===== config.mk =====
export PLATFORM = sky130hd
export DESIGN_NAME = fetch_ctrl
export DESIGN_NICKNAME = d
export VERILOG_FILES = /design/src/rtl/fetch_ctrl_pkg.sv /design/src/rtl/fetch_counter.sv /design/src/rtl/fetch_ctrl.sv
export SDC_FILE = /design/constraint.sdc
export NUM_CORES = 1
export LEC_CHECK = 0
export ABC_AREA = 1
export BUFFER_PORTS_ARGS = -buffer_cell sky130_fd_sc_hd__buf_2
export CAP_MARGIN = 20
export CORE_ASPECT_RATIO = 1.1
export CORE_UTILIZATION = 25
export CTS_CLUSTER_DIAMETER = 60
export DETAILED_ROUTE_END_ITERATION = 10
export PLACE_DENSITY = 0.44
export SETUP_SLACK_MARGIN = 0.1
export SLEW_MARGIN = 10
export SYNTH_ARGS = -nofsm -noshare
export SYNTH_HDL_FRONTEND = slang
export SYNTH_SLANG_ARGS = --single-unit

===== constraint.sdc =====
create_clock -name i_clk -period 1.7 [get_ports i_clk]
set_clock_uncertainty 0.05 [all_clocks]
set_input_delay 0.34 -clock i_clk [delete_from_list [all_inputs] [get_ports i_clk]]
set_output_delay 0.34 -clock i_clk [all_outputs]
set_load 0.02 [all_outputs]

===== src/rtl/fetch_ctrl_pkg.sv =====
// Shared definitions for the instruction fetch controller: datapath width
// and FSM state encoding.
package fetch_ctrl_pkg;

    localparam int WIDTH = 8;

    typedef enum logic [1:0] {
        ST_IDLE = 2'd0,
        ST_REQ  = 2'd1,
        ST_HOLD = 2'd2,
        ST_JUMP = 2'd3
    } state_t;

endpackage


===== src/rtl/fetch_counter.sv =====
// Wrapping count of instructions handed to the decoder.
module fetch_counter
    import fetch_ctrl_pkg::*;
(
    input  logic             i_clk,
    input  logic             i_rst_n,
    input  logic             i_inc,
    output logic [WIDTH-1:0] o_count
);

    logic [WIDTH-1:0] r_count;

    always_ff @(posedge i_clk or negedge i_rst_n) begin
        if (!i_rst_n) begin
            r_count <= '0;
        end else if (i_inc) begin
            r_count <= r_count + WIDTH'(1);
        end
    end

    assign o_count = r_count;

endmodule


===== src/rtl/fetch_ctrl.sv =====
// Instruction fetch controller: reads memory at the PC, presents the word to
// the decoder, and steers the external PC register via increment/latch pulses.
module fetch_ctrl
    import fetch_ctrl_pkg::*;
(
    input  logic             i_clk,
    input  logic             i_rst_n,
    input  logic             i_run,
    input  logic [WIDTH-1:0] i_pc_value,
    output logic             o_pc_latch,
    output logic             o_pc_inc,
    output logic [WIDTH-1:0] o_pc_data,
    output logic             o_mem_req,
    output logic [WIDTH-1:0] o_mem_addr,
    input  logic             i_mem_ack,
    input  logic [WIDTH-1:0] i_mem_rdata,
    output logic [WIDTH-1:0] o_instr,
    output logic             o_instr_valid,
    input  logic             i_instr_ready,
    input  logic             i_jmp_valid,
    input  logic [WIDTH-1:0] i_jmp_addr,
    output logic             o_jmp_ready,
    output logic [WIDTH-1:0] o_fetch_count,
    output logic [1:0]       o_state
);

    // Handshakes: a transfer happens on a rising edge where valid and ready are
    // both high; a jump and an instruction hand-off in the same HOLD cycle
    // resolve in favour of the jump, and the instruction is dropped.

    state_t           r_state;
    logic             r_pc_latch;
    logic             r_pc_inc;
    logic [WIDTH-1:0] r_pc_data;
    logic             r_mem_req;
    logic [WIDTH-1:0] r_mem_addr;
    logic [WIDTH-1:0] r_instr;
    logic             r_instr_valid;
    logic             r_jmp_ready;

    state_t           w_state_nx;
    logic             w_jmp_acc;
    logic             w_capture;
    logic             w_count_inc;
    logic             w_take_jump;
    logic [WIDTH-1:0] w_next_pc;

    // A pulse issued this cycle lands in the PC register on the same edge, so
    // the address for the next request is what the PC is about to become.
    always_comb begin
        w_next_pc = i_pc_value;
        if (r_pc_latch) begin
            w_next_pc = r_pc_data;
        end else if (r_pc_inc) begin
            w_next_pc = i_pc_value + WIDTH'(1);
        end
    end

    always_comb begin
        w_state_nx  = r_state;
        w_capture   = 1'b0;
        w_count_inc = 1'b0;
        w_take_jump = 1'b0;
        w_jmp_acc   = i_jmp_valid && r_jmp_ready;
        case (r_state)
            ST_IDLE: begin
                if (w_jmp_acc) begin
                    w_take_jump = 1'b1;
                    w_state_nx  = ST_JUMP;
                end else if (i_run) begin
                    w_state_nx = ST_REQ;
                end
            end
            ST_REQ: begin
                if (i_mem_ack) begin
                    w_capture  = 1'b1;
                    w_state_nx = ST_HOLD;
                end
            end
            ST_HOLD: begin
                if (w_jmp_acc) begin
                    w_take_jump = 1'b1;
                    w_state_nx  = ST_JUMP;
                end else if (r_instr_valid && i_instr_ready) begin
                    w_count_inc = 1'b1;
                    w_state_nx  = i_run ? ST_REQ : ST_IDLE;
                end
            end
            ST_JUMP: begin
                w_state_nx = i_run ? ST_REQ : ST_IDLE;
            end
            default: begin
                w_state_nx = ST_IDLE;
            end
        endcase
    end

    always_ff @(posedge i_clk or negedge i_rst_n) begin
        if (!i_rst_n) begin
            r_state       <= ST_IDLE;
            r_pc_latch    <= 1'b0;
            r_pc_inc      <= 1'b0;
            r_pc_data     <= '0;
            r_mem_req     <= 1'b0;
            r_mem_addr    <= '0;
            r_instr       <= '0;
            r_instr_valid <= 1'b0;
            r_jmp_ready   <= 1'b0;
        end else begin
            r_state       <= w_state_nx;
            r_mem_req     <= (w_state_nx == ST_REQ);
            r_instr_valid <= (w_state_nx == ST_HOLD);
            r_pc_inc      <= (w_state_nx == ST_HOLD) && (r_state == ST_REQ);
            r_pc_latch    <= (w_state_nx == ST_JUMP);
            r_jmp_ready   <= (w_state_nx == ST_IDLE) || (w_state_nx == ST_HOLD);
            if (w_state_nx == ST_REQ) begin
                r_mem_addr <= w_next_pc;
            end
            if (w_capture) begin
                r_instr <= i_mem_rdata;
            end
            if (w_take_jump) begin
                r_pc_data <= i_jmp_addr;
            end
        end
    end

    fetch_counter u_fetch_counter (
        .i_clk   (i_clk),
        .i_rst_n (i_rst_n),
        .i_inc   (w_count_inc),
        .o_count (o_fetch_count)
    );

    assign o_state       = r_state;
    assign o_pc_latch    = r_pc_latch;
    assign o_pc_inc      = r_pc_inc;
    assign o_pc_data     = r_pc_data;
    assign o_mem_req     = r_mem_req;
    assign o_mem_addr    = r_mem_addr;
    assign o_instr       = r_instr;
    assign o_instr_valid = r_instr_valid;
    assign o_jmp_ready   = r_jmp_ready;

endmodule


==> results.cfg, run 1 <==
[critical_path]
critPathMaxFanout = 5
r2r_cells = 10
crit_required_ps = 1310
r2r_setup_slack_ps = 290
cp-start-kind = register
path_class = register to output pin
critPathCaptureType = output pin
crit_arrival_ps = 1040

[timing]
rsz0062_at_grt = no
period_share = 0.839
drv_slew = 0
hold_violations = 0
max_freq_ghz = 0.701
timing.final.crit_period_ps = 1430
hold_slack_ps = 186
tightest_slew_ps = 429
finalSetupViolations = 0
final.setup.worst_slack_ps = 273
slew_headroom = 0.714
setup_tns_ps = 0

[power_and_ir_drop]
peakVddDrop_v = 0.000879
powerDensity_nw_per_um2 = 1710
p_leak_nw = 1.40

[synthesis]
ys_seq_elements = 39
synthTopCellsByArea = dfrtp_1, nand2_1, inv_1, nand3_1, nor2_1
async_reset_ff_frac = 1.00
synth.distinct_cells = 26
syn_nets = 257
synth-main-ff-cell = dfrtp_1
netlist_area_um2 = 1870
ys_seq_area_frac = 0.521
yosysTopAreaCellShare = 0.521
netlist.top_cell.by_area = dfrtp_1
yosys_warnings = 0
synth_enable_flop_cells = 0
syn_avg_cell_area_um2 = 8.32
syn-instance-count = 225

[die]
rows = 32
fp.dieH_um = 92.8
die_w_um = 84.5
ios = 69
fp.coreArea_um2 = 7130
initial_utilization = 0.263
die_area_um2 = 7840

[clock_tree]
clock_latency_ps = 290
cts_tree = done
cts_setup_buffers = 0
numCtsBuffers = 5
cts-root-buf = clkbuf_8
ctsHtreeMaxLevel = 2
cts_sinks = 39
clockBufferDepth = 2
clk_pin_slew_ps = 90

[global_route]
grt_pass1_wl_mm = 7.87
grt_max_degree = 19
grt_pass1_vias = 1667
gr-total-overflow = 0
antenna_found_initial = 0
grt_usage = 0.128

[detailed_routing]
firstDrtPassIters = 7
routed_wl_mm = 4.68
drt-initial-drc-count = 105
drtAntennaViolNets = 0
vias_per_cell = 4.29
num_vias = 1667
wl_per_cell_um = 12.0
drc = 12

[layout]
layout_commonest_cell = nand2_1
layout_common_cells = nand2_1, buf_2, dfrtp_1
multi_input_area_um2 = 787
seqCellArea_um2 = 976
nFillCells = 777
nets = 335
drive_gt1_frac = 0.313
antennaDiodeCount = 0
syn2layout_area_growth_pct = 30.4

[outcome]
violations = DRC
status = complete, but fails checks

[placed_design]
portBuffers = 68
place_congestion = 0.731
dp_slack_ps = 286
dp_hpwl_mm = 3.57

[worst_hold_path]
whs_path_depth = 3
hold_class = input pin to register

[flow_run]
cap_violations = 0
-- cell type report --
| cell class | instances | share of cell area |
|---|---|---|
| clock buffer | 5 | 0.0282 |
| clock inverter | 3 | 0.00820 |
| inverter | 24 | 0.0369 |
| multi-input combinational | 160 | 0.322 |
| sequential | 39 | 0.400 |
| tap | 85 | 0.0436 |
| timing repair buffer | 73 | 0.161 |
-- critical path, cell delays in order (launching register included) --
cell,delay (ps)
dfrtp_1,420
buf_4,170
buf_2,150
-- worst paths after layout --
path	to	start
min in group asynchronous	o_state[0]	i_rst_n
setup reg to reg	o_mem_addr[3]	o_state[1]
setup / recovery	o_pc_inc	o_pc_inc
hold / removal	o_instr[6]	i_mem_rdata[6]
hold reg to reg	o_mem_addr[5]	o_mem_addr[5]
max in group asynchronous	u_fetch_counter.o_count[7]	i_rst_n
-- power by group --
group	internal (W)	total [W]	leakage, nW	switching [W]
Combinational	0.000655	0.00195	0.866	0.00130
Sequential	0.00131	0.00161	0.494	0.000296
Clock	0.000286	0.000627	0.0402	0.000341
-- Yosys cell counts, types with 3 or more instances --
master and n:
nand2_1 95, dfrtp_1 39, inv_1 19, nor2_1 15
nand3_1 13, nand4_1 5, o21ai_0 5, xor2_1 4
clkinv_1 3, nand2_2 3, xnor2_1 3
-- sequential cells by signal, indices dropped and copies added (netlist names) --
signal                   count
o_mem_req                    1
o_pc_latch                   1
u_fetch_counter.o_count      8
o_jmp_ready                  1
o_instr_valid                1
o_state                      2
o_instr                      8
o_pc_inc                     1
o_mem_addr                   8
o_pc_data                    8
-- metal layers --
layer	wire, µm	up-vias	track usage
li1	-	850	-
met1	2200	768	0.166
met2	2170	47	0.208
met3	270	2	0.0365
met4	29	0	0.0381
met5	0	-	0
-- cells by family (layout without fill, tap and decap cells) --
family | after synthesis | after routing | synth area share
AO/OA/AOI/OAI | 9 | 9 | 0.0294
buffers and inverters | 26 | 105 | 0.0582
flip-flops | 39 | 39 | 0.521
adder cells (fa/ha/maj) | 2 | 2 | 0.0134
AND/OR/NAND/NOR | 140 | 140 | 0.334
multiplexers | 2 | 2 | 0.0107
XOR/XNOR | 7 | 7 | 0.0328
-- timing repair --
| action | 4_1_cts | 5_1_grt |
|---|---|---|
| hold buffers | 1 | 0 |
| endpoints found under the hold margin | 15 | 0 |
| gates resized for setup | 0 | 0 |
-- per-stage QoR --
step / total power (W) / instance area (µm²) / cells / utilization
4_1_cts: 0.00427 / 2440 / 389 / 0.343
2_1_floorplan: 0.00294 / 1870 / 225 / -
3_3_place_gp: 0.00360 / 2340 / 380 / 0.329
5_1_grt: 0.00454 / 2440 / 389 / 0.343
6_report: 0.00419 / 2440 / 389 / 0.343
3_5_place_dp: 0.00361 / 2340 / 380 / 0.329
No activity file was read; power rests on OpenSTA's default activity.
==> inputs of run 2 (changes only) <==
--- a/config.mk
+++ b/config.mk
@@ -12,7 +12,7 @@
 export CORE_UTILIZATION = 25
 export CTS_CLUSTER_DIAMETER = 60
 export DETAILED_ROUTE_END_ITERATION = 10
-export PLACE_DENSITY = 0.44
+export PLACE_DENSITY = 0.46
 export SETUP_SLACK_MARGIN = 0.1
 export SLEW_MARGIN = 10
 export SYNTH_ARGS = -nofsm -noshare
==> constraint.sdc (replaced) <==
create_clock -name i_clk -period 1.2 [get_ports i_clk]
set_clock_uncertainty 0.05 [all_clocks]
set_input_delay 0.24 -clock i_clk [delete_from_list [all_inputs] [get_ports i_clk]]
set_output_delay 0.24 -clock i_clk [all_outputs]
set_load 0.02 [all_outputs]
==> run 2 against run 1 <==
Compared with the run above: the flow finishes with violations (DRC, setup timing); critical endpoint is now o_state[1]; clock power up 110%; utilization up 12 points; global-route usage up 1.6 points; sequential share of layout area down 9.8 points; power up 99%.
==> results.cfg, run 2 (same netlist as run 1, synthesis figures left out) <==
[layout]
nets = 382
multi_input_area_um2 = 910
seqCellArea_um2 = 986
antennaDiodeCount = 0
nFillCells = 682
syn2layout_area_growth_pct = 74.7
utilization = 0.459
layout_common_cells = nand2_1, buf_6, buf_4
layout_commonest_cell = nand2_1
drive_gt1_frac = 0.484

[detailed_routing]
wl_met1_mm = 2.30
drtAntennaViolNets = 0
routed-wl-met2_mm = 2.53
routed_wl_mm = 5.18
wl_met3_um = 289
maxUsedRoutingLayer = met4
num_vias = 1843
firstDrtPassIters = 7
drc = 12
wl_per_cell_um = 11.9
drt-initial-drc-count = 64
vias_per_cell = 4.23

[clock_tree]
clock_latency_ps = 290
numCtsBuffers = 5
cts-root-buf = clkbuf_8
clockBufferDepth = 2
clk_pin_slew_ps = 90
ctsHtreeMaxLevel = 2
cts_sinks = 39
cts_tree = done

[critical_path]
slowest_stage = dfrtp_2
path_delay_family = flip-flops
cpMostUsedCell = buf_4
crit_arrival_ps = 1090
critPathCaptureType = output pin
critPathMaxFanout = 4
crit_required_ps = 910
crit_buf_inv = 3
path_class = register to output pin
cp-start-kind = register
crit_chain = buf_4 > buf_4 > buf_6
worst_path_largest_cell_delay_ps = 430

[die]
die_area_um2 = 7840
ios = 69
die_w_um = 84.5
fp.dieH_um = 92.8
fp.coreArea_um2 = 7130
initial_utilization = 0.263
rows = 32

[global_route]
antenna_found_initial = 0
grt_usage = 0.144
grt_max_degree = 40
grt_pass1_vias = 1873
gr-total-overflow = 0
grt_pass1_wl_mm = 8.88

[timing]
slew_headroom = 0.818
final.setup.worst_slack_ps = -176
max_freq_ghz = 0.727
drv_slew = 0
finalSetupViolations = 40
period_share = 1.15
hold_slack_ps = 82.3
rsz0062_at_grt = yes
timing.final.crit_period_ps = 1380
hold_violations = 0
tightest_slew_ps = 272

[flow_run]
cap_violations = 0

[power_and_ir_drop]
p_leak_nw = 1.75
peakVddDrop_v = 0.00123
powerDensity_nw_per_um2 = 2540

[placed_design]
place_congestion = 0.718
dp_hpwl_mm = 3.44
portBuffers = 68

[outcome]
status = complete, but fails checks
violations = DRC, setup timing

[worst_hold_path]
hold_class = input pin to register
## run 2: changes by cell type in the layout (fill, tap and decap cells not counted), sizes merged
| cell | change |
|---|---|
| buf | +46 |
| bufinv | +2 |
| clkinv | -1 |
| clkinvlp | -1 |
| nand2 | +1 |
## run 2: worst min-delay path, stage by stage
cell and delay [ps]:
buf_2 70, nand2_1 40, nand2_1 40
## run 2: cell type report
| cell class | instances | area share |
|---|---|---|
| Clock buffer | 5 | 0.0210 |
| Sequential cell | 39 | 0.301 |
| Tap cell | 85 | 0.0325 |
| Clock inverter | 3 | 0.0207 |
| Multi-Input combinational cell | 161 | 0.278 |
| Timing Repair Buffer | 119 | 0.315 |
| Inverter | 24 | 0.0310 |
## run 2: path summary, 6_finish.rpt
check                                from             to  slack [ps]  cells after the start
max                            o_state[1]     o_state[1]        -180                      3
min                        i_mem_rdata[6]     o_instr[6]          80                      3
min reg2reg                    o_instr[6]     o_instr[6]         470                      2
max in group asynchronous         i_rst_n     o_state[1]         490                      3
min in group asynchronous         i_rst_n     o_instr[0]         400                      3
max reg2reg                   o_jmp_ready  o_instr_valid        -170                      8
## run 2: repair_timing
item / CTS / global route
endpoints found under the hold margin: 39 / 0
setup endpoints to repair: 76 / 76
hold buffers: 1 / 0
cloned: 1 / 0
pin swaps: 11 / 7
setup buffers: 26 / 11
gates resized for setup: 96 / 15
## run 2: per-layer routing
metal | up-vias | global-route usage
met5 | - | 0
met4 | 0 | 0.0424
met3 | 5 | 0.0383
met2 | 48 | 0.241
met1 | 841 | 0.183
li1 | 949 | -
## run 2: where the power goes
group | switching [W] | internal [W]
clock | 0.000478 | 0.000829
combinational | 0.00235 | 0.00229
sequential | 0.000485 | 0.00188
## run 2: through the flow
stage | TNS (ps) | instances | cell area (µm²) | power [W] | setup WS [ps]
floorplan | -1190 | 225 | 1910 | 0.00425 | -135
global placement | -1260 | 390 | 2450 | 0.00531 | -125
detailed placement | -1380 | 390 | 2450 | 0.00533 | -136
CTS | -1870 | 426 | 3140 | 0.00800 | -130
global route | -6020 | 436 | 3270 | 0.00888 | -226
finish | -3430 | 436 | 3270 | 0.00832 | -176
==> inputs of run 3 (changes only) <==
--- a/config.mk
+++ b/config.mk
@@ -14,6 +14,7 @@
 export DETAILED_ROUTE_END_ITERATION = 10
 export PLACE_DENSITY = 0.46
 export SETUP_SLACK_MARGIN = 0.1
+export SKIP_LAST_GASP = 1
 export SLEW_MARGIN = 10
 export SYNTH_ARGS = -nofsm -noshare
 export SYNTH_HDL_FRONTEND = slang
==> run 3 against run 2 <==
Compared with the run above: the run still ends with DRC, setup timing left; sequential cell count unchanged; register-to-register slack improved by 30 ps; cell count decreased by 0.46%; sequential share of layout area increased by 0.54 points; non-clock buffer count decreased by 2; routed wire length decreased by 0.85%; sequential power about the same.
==> results.cfg, run 3 (same netlist as run 1, synthesis figures left out) <==
[die]
die_w_um = 84.5
die_area_um2 = 7840
fp.coreArea_um2 = 7130
rows = 32
fp.dieH_um = 92.8
ios = 69
initial_utilization = 0.263

[placed_design]
portBuffers = 68
dp_hpwl_mm = 3.44
dpl.cell_count = 390
placed_area_um2 = 2450
place_congestion = 0.718

[power_and_ir_drop]
powerDensity_nw_per_um2 = 2520
p_leak_nw = 1.73
peakVddDrop_v = 0.00127

[detailed_routing]
vias_per_cell = 4.19
drtAntennaViolNets = 0
wl_per_cell_um = 11.8
drc = 12
num_vias = 1819
firstDrtPassIters = 7
drt-initial-drc-count = 44
routed_wl_mm = 5.14

[timing]
setup_tns_ps = -1950
drv_slew = 0
tightest_slew_ps = 271
hold_slack_ps = 83.8
final.setup.worst_slack_ps = -182
hold_violations = 0
timing.final.crit_period_ps = 1380
period_share = 1.15
rsz0062_at_grt = yes
slew_headroom = 0.818
finalSetupViolations = 27
max_freq_ghz = 0.723

[layout]
drive_gt1_frac = 0.464
antennaDiodeCount = 0
syn2layout_area_growth_pct = 71.7
layout_commonest_cell = nand2_1
nets = 380
final_cells = 434
layout_common_cells = nand2_1, buf_6, buf_4
utilization = 0.451
stdcell_area_um2 = 3210

[critical_path]
crit_arrival_ps = 1090
r2r_cells = 9
critPathMaxFanout = 4
path_class = register to output pin
r2r-end = o_mem_addr[5]
crit_required_ps = 910
cp-endpoint = o_state[1]
r2r_setup_slack_ps = -140
r2r-start = o_jmp_ready
critPathCaptureType = output pin
cp-start-kind = register
critPathLaunch = o_state[1]

[global_route]
grt_pass1_vias = 1862
antenna_found_initial = 0
grt_pass1_wl_mm = 8.80
gr-total-overflow = 0
grt_max_degree = 40
grt_usage = 0.143

[clock_tree]
ctsHtreeMaxLevel = 2
clockBufferDepth = 2
cts_tree = done
numCtsBuffers = 5
cts-root-buf = clkbuf_8
clk_pin_slew_ps = 80
cts_sinks = 39
clock_latency_ps = 290

[outcome]
status = complete, but fails checks
violations = DRC, setup timing

[flow_run]
cap_violations = 0

[worst_hold_path]
hold_class = input pin to register
[run 3: cell types whose count changed in the layout (fill, tap and decap cells not counted), sizes merged]
cell and change:
buf -2
[run 3: worst max-delay path, cell delays in order (launching register included)]
cell and delay, ps:
dfrtp_2 430, buf_4 140, buf_4 120, buf_6 120
[run 3: power by group]
group / total, W / internal [W] / switching, W
logic: 0.00444 / 0.00219 / 0.00225
registers: 0.00236 / 0.00188 / 0.000479
clock network: 0.00131 / 0.000829 / 0.000478
total: 0.00811 / 0.00490 / 0.00321
[run 3: cell type report]
class                           instances  area [µm²]
Clock inverter                          3        67.6
Multi-Input combinational cell        161         873
Clock buffer                            5        68.8
Timing Repair Buffer                  117        1010
Tap cell                               85         106
Inverter                               24         101
Fill cell                             687        3910
Sequential cell                        39         986
[run 3: what timing repair did]
item	4_1_cts	5_1_grt
hold buffers	1	0
cloned	1	0
buffers inserted	26	8
endpoints found under the hold margin	39	0
resized for setup	91	8
endpoints found under the setup margin	76	77
pin swaps	10	4
[run 3: routing by layer]
layer / vias to the layer above / global-route usage / part of all wire
li1: 946 / - / -
met1: 823 / 0.181 / 0.45
met2: 46 / 0.236 / 0.48
met3: 4 / 0.0410 / 0.059
met4: 0 / 0.0424 / 0.011
met5: - / 0 / 0
[run 3: worst min path at each step]
| stage | start | slack, ps | endpoint | depth (start not counted) |
|---|---|---|---|---|
| 2_1_floorplan | i_rst_n | -110 | o_instr[0] | 0 |
| 3_3_place_gp | i_rst_n | 180 | u_fetch_counter.o_count[6] | 2 |
| 3_5_place_dp | i_rst_n | 180 | u_fetch_counter.o_count[7] | 2 |
| 4_1_cts | i_mem_rdata[0] | 70 | o_instr[0] | 3 |
| 5_1_grt | i_jmp_addr[4] | 70 | o_pc_data[4] | 3 |
| 6_report | i_mem_rdata[6] | 80 | o_instr[6] | 3 |
[run 3: per-stage QoR]
step / worst slack, ps / power (W)
floorplan: -135 / 0.00425
global placement: -125 / 0.00531
detailed placement: -136 / 0.00533
CTS: -130 / 0.00796
global route: -226 / 0.00867
finish: -182 / 0.00811
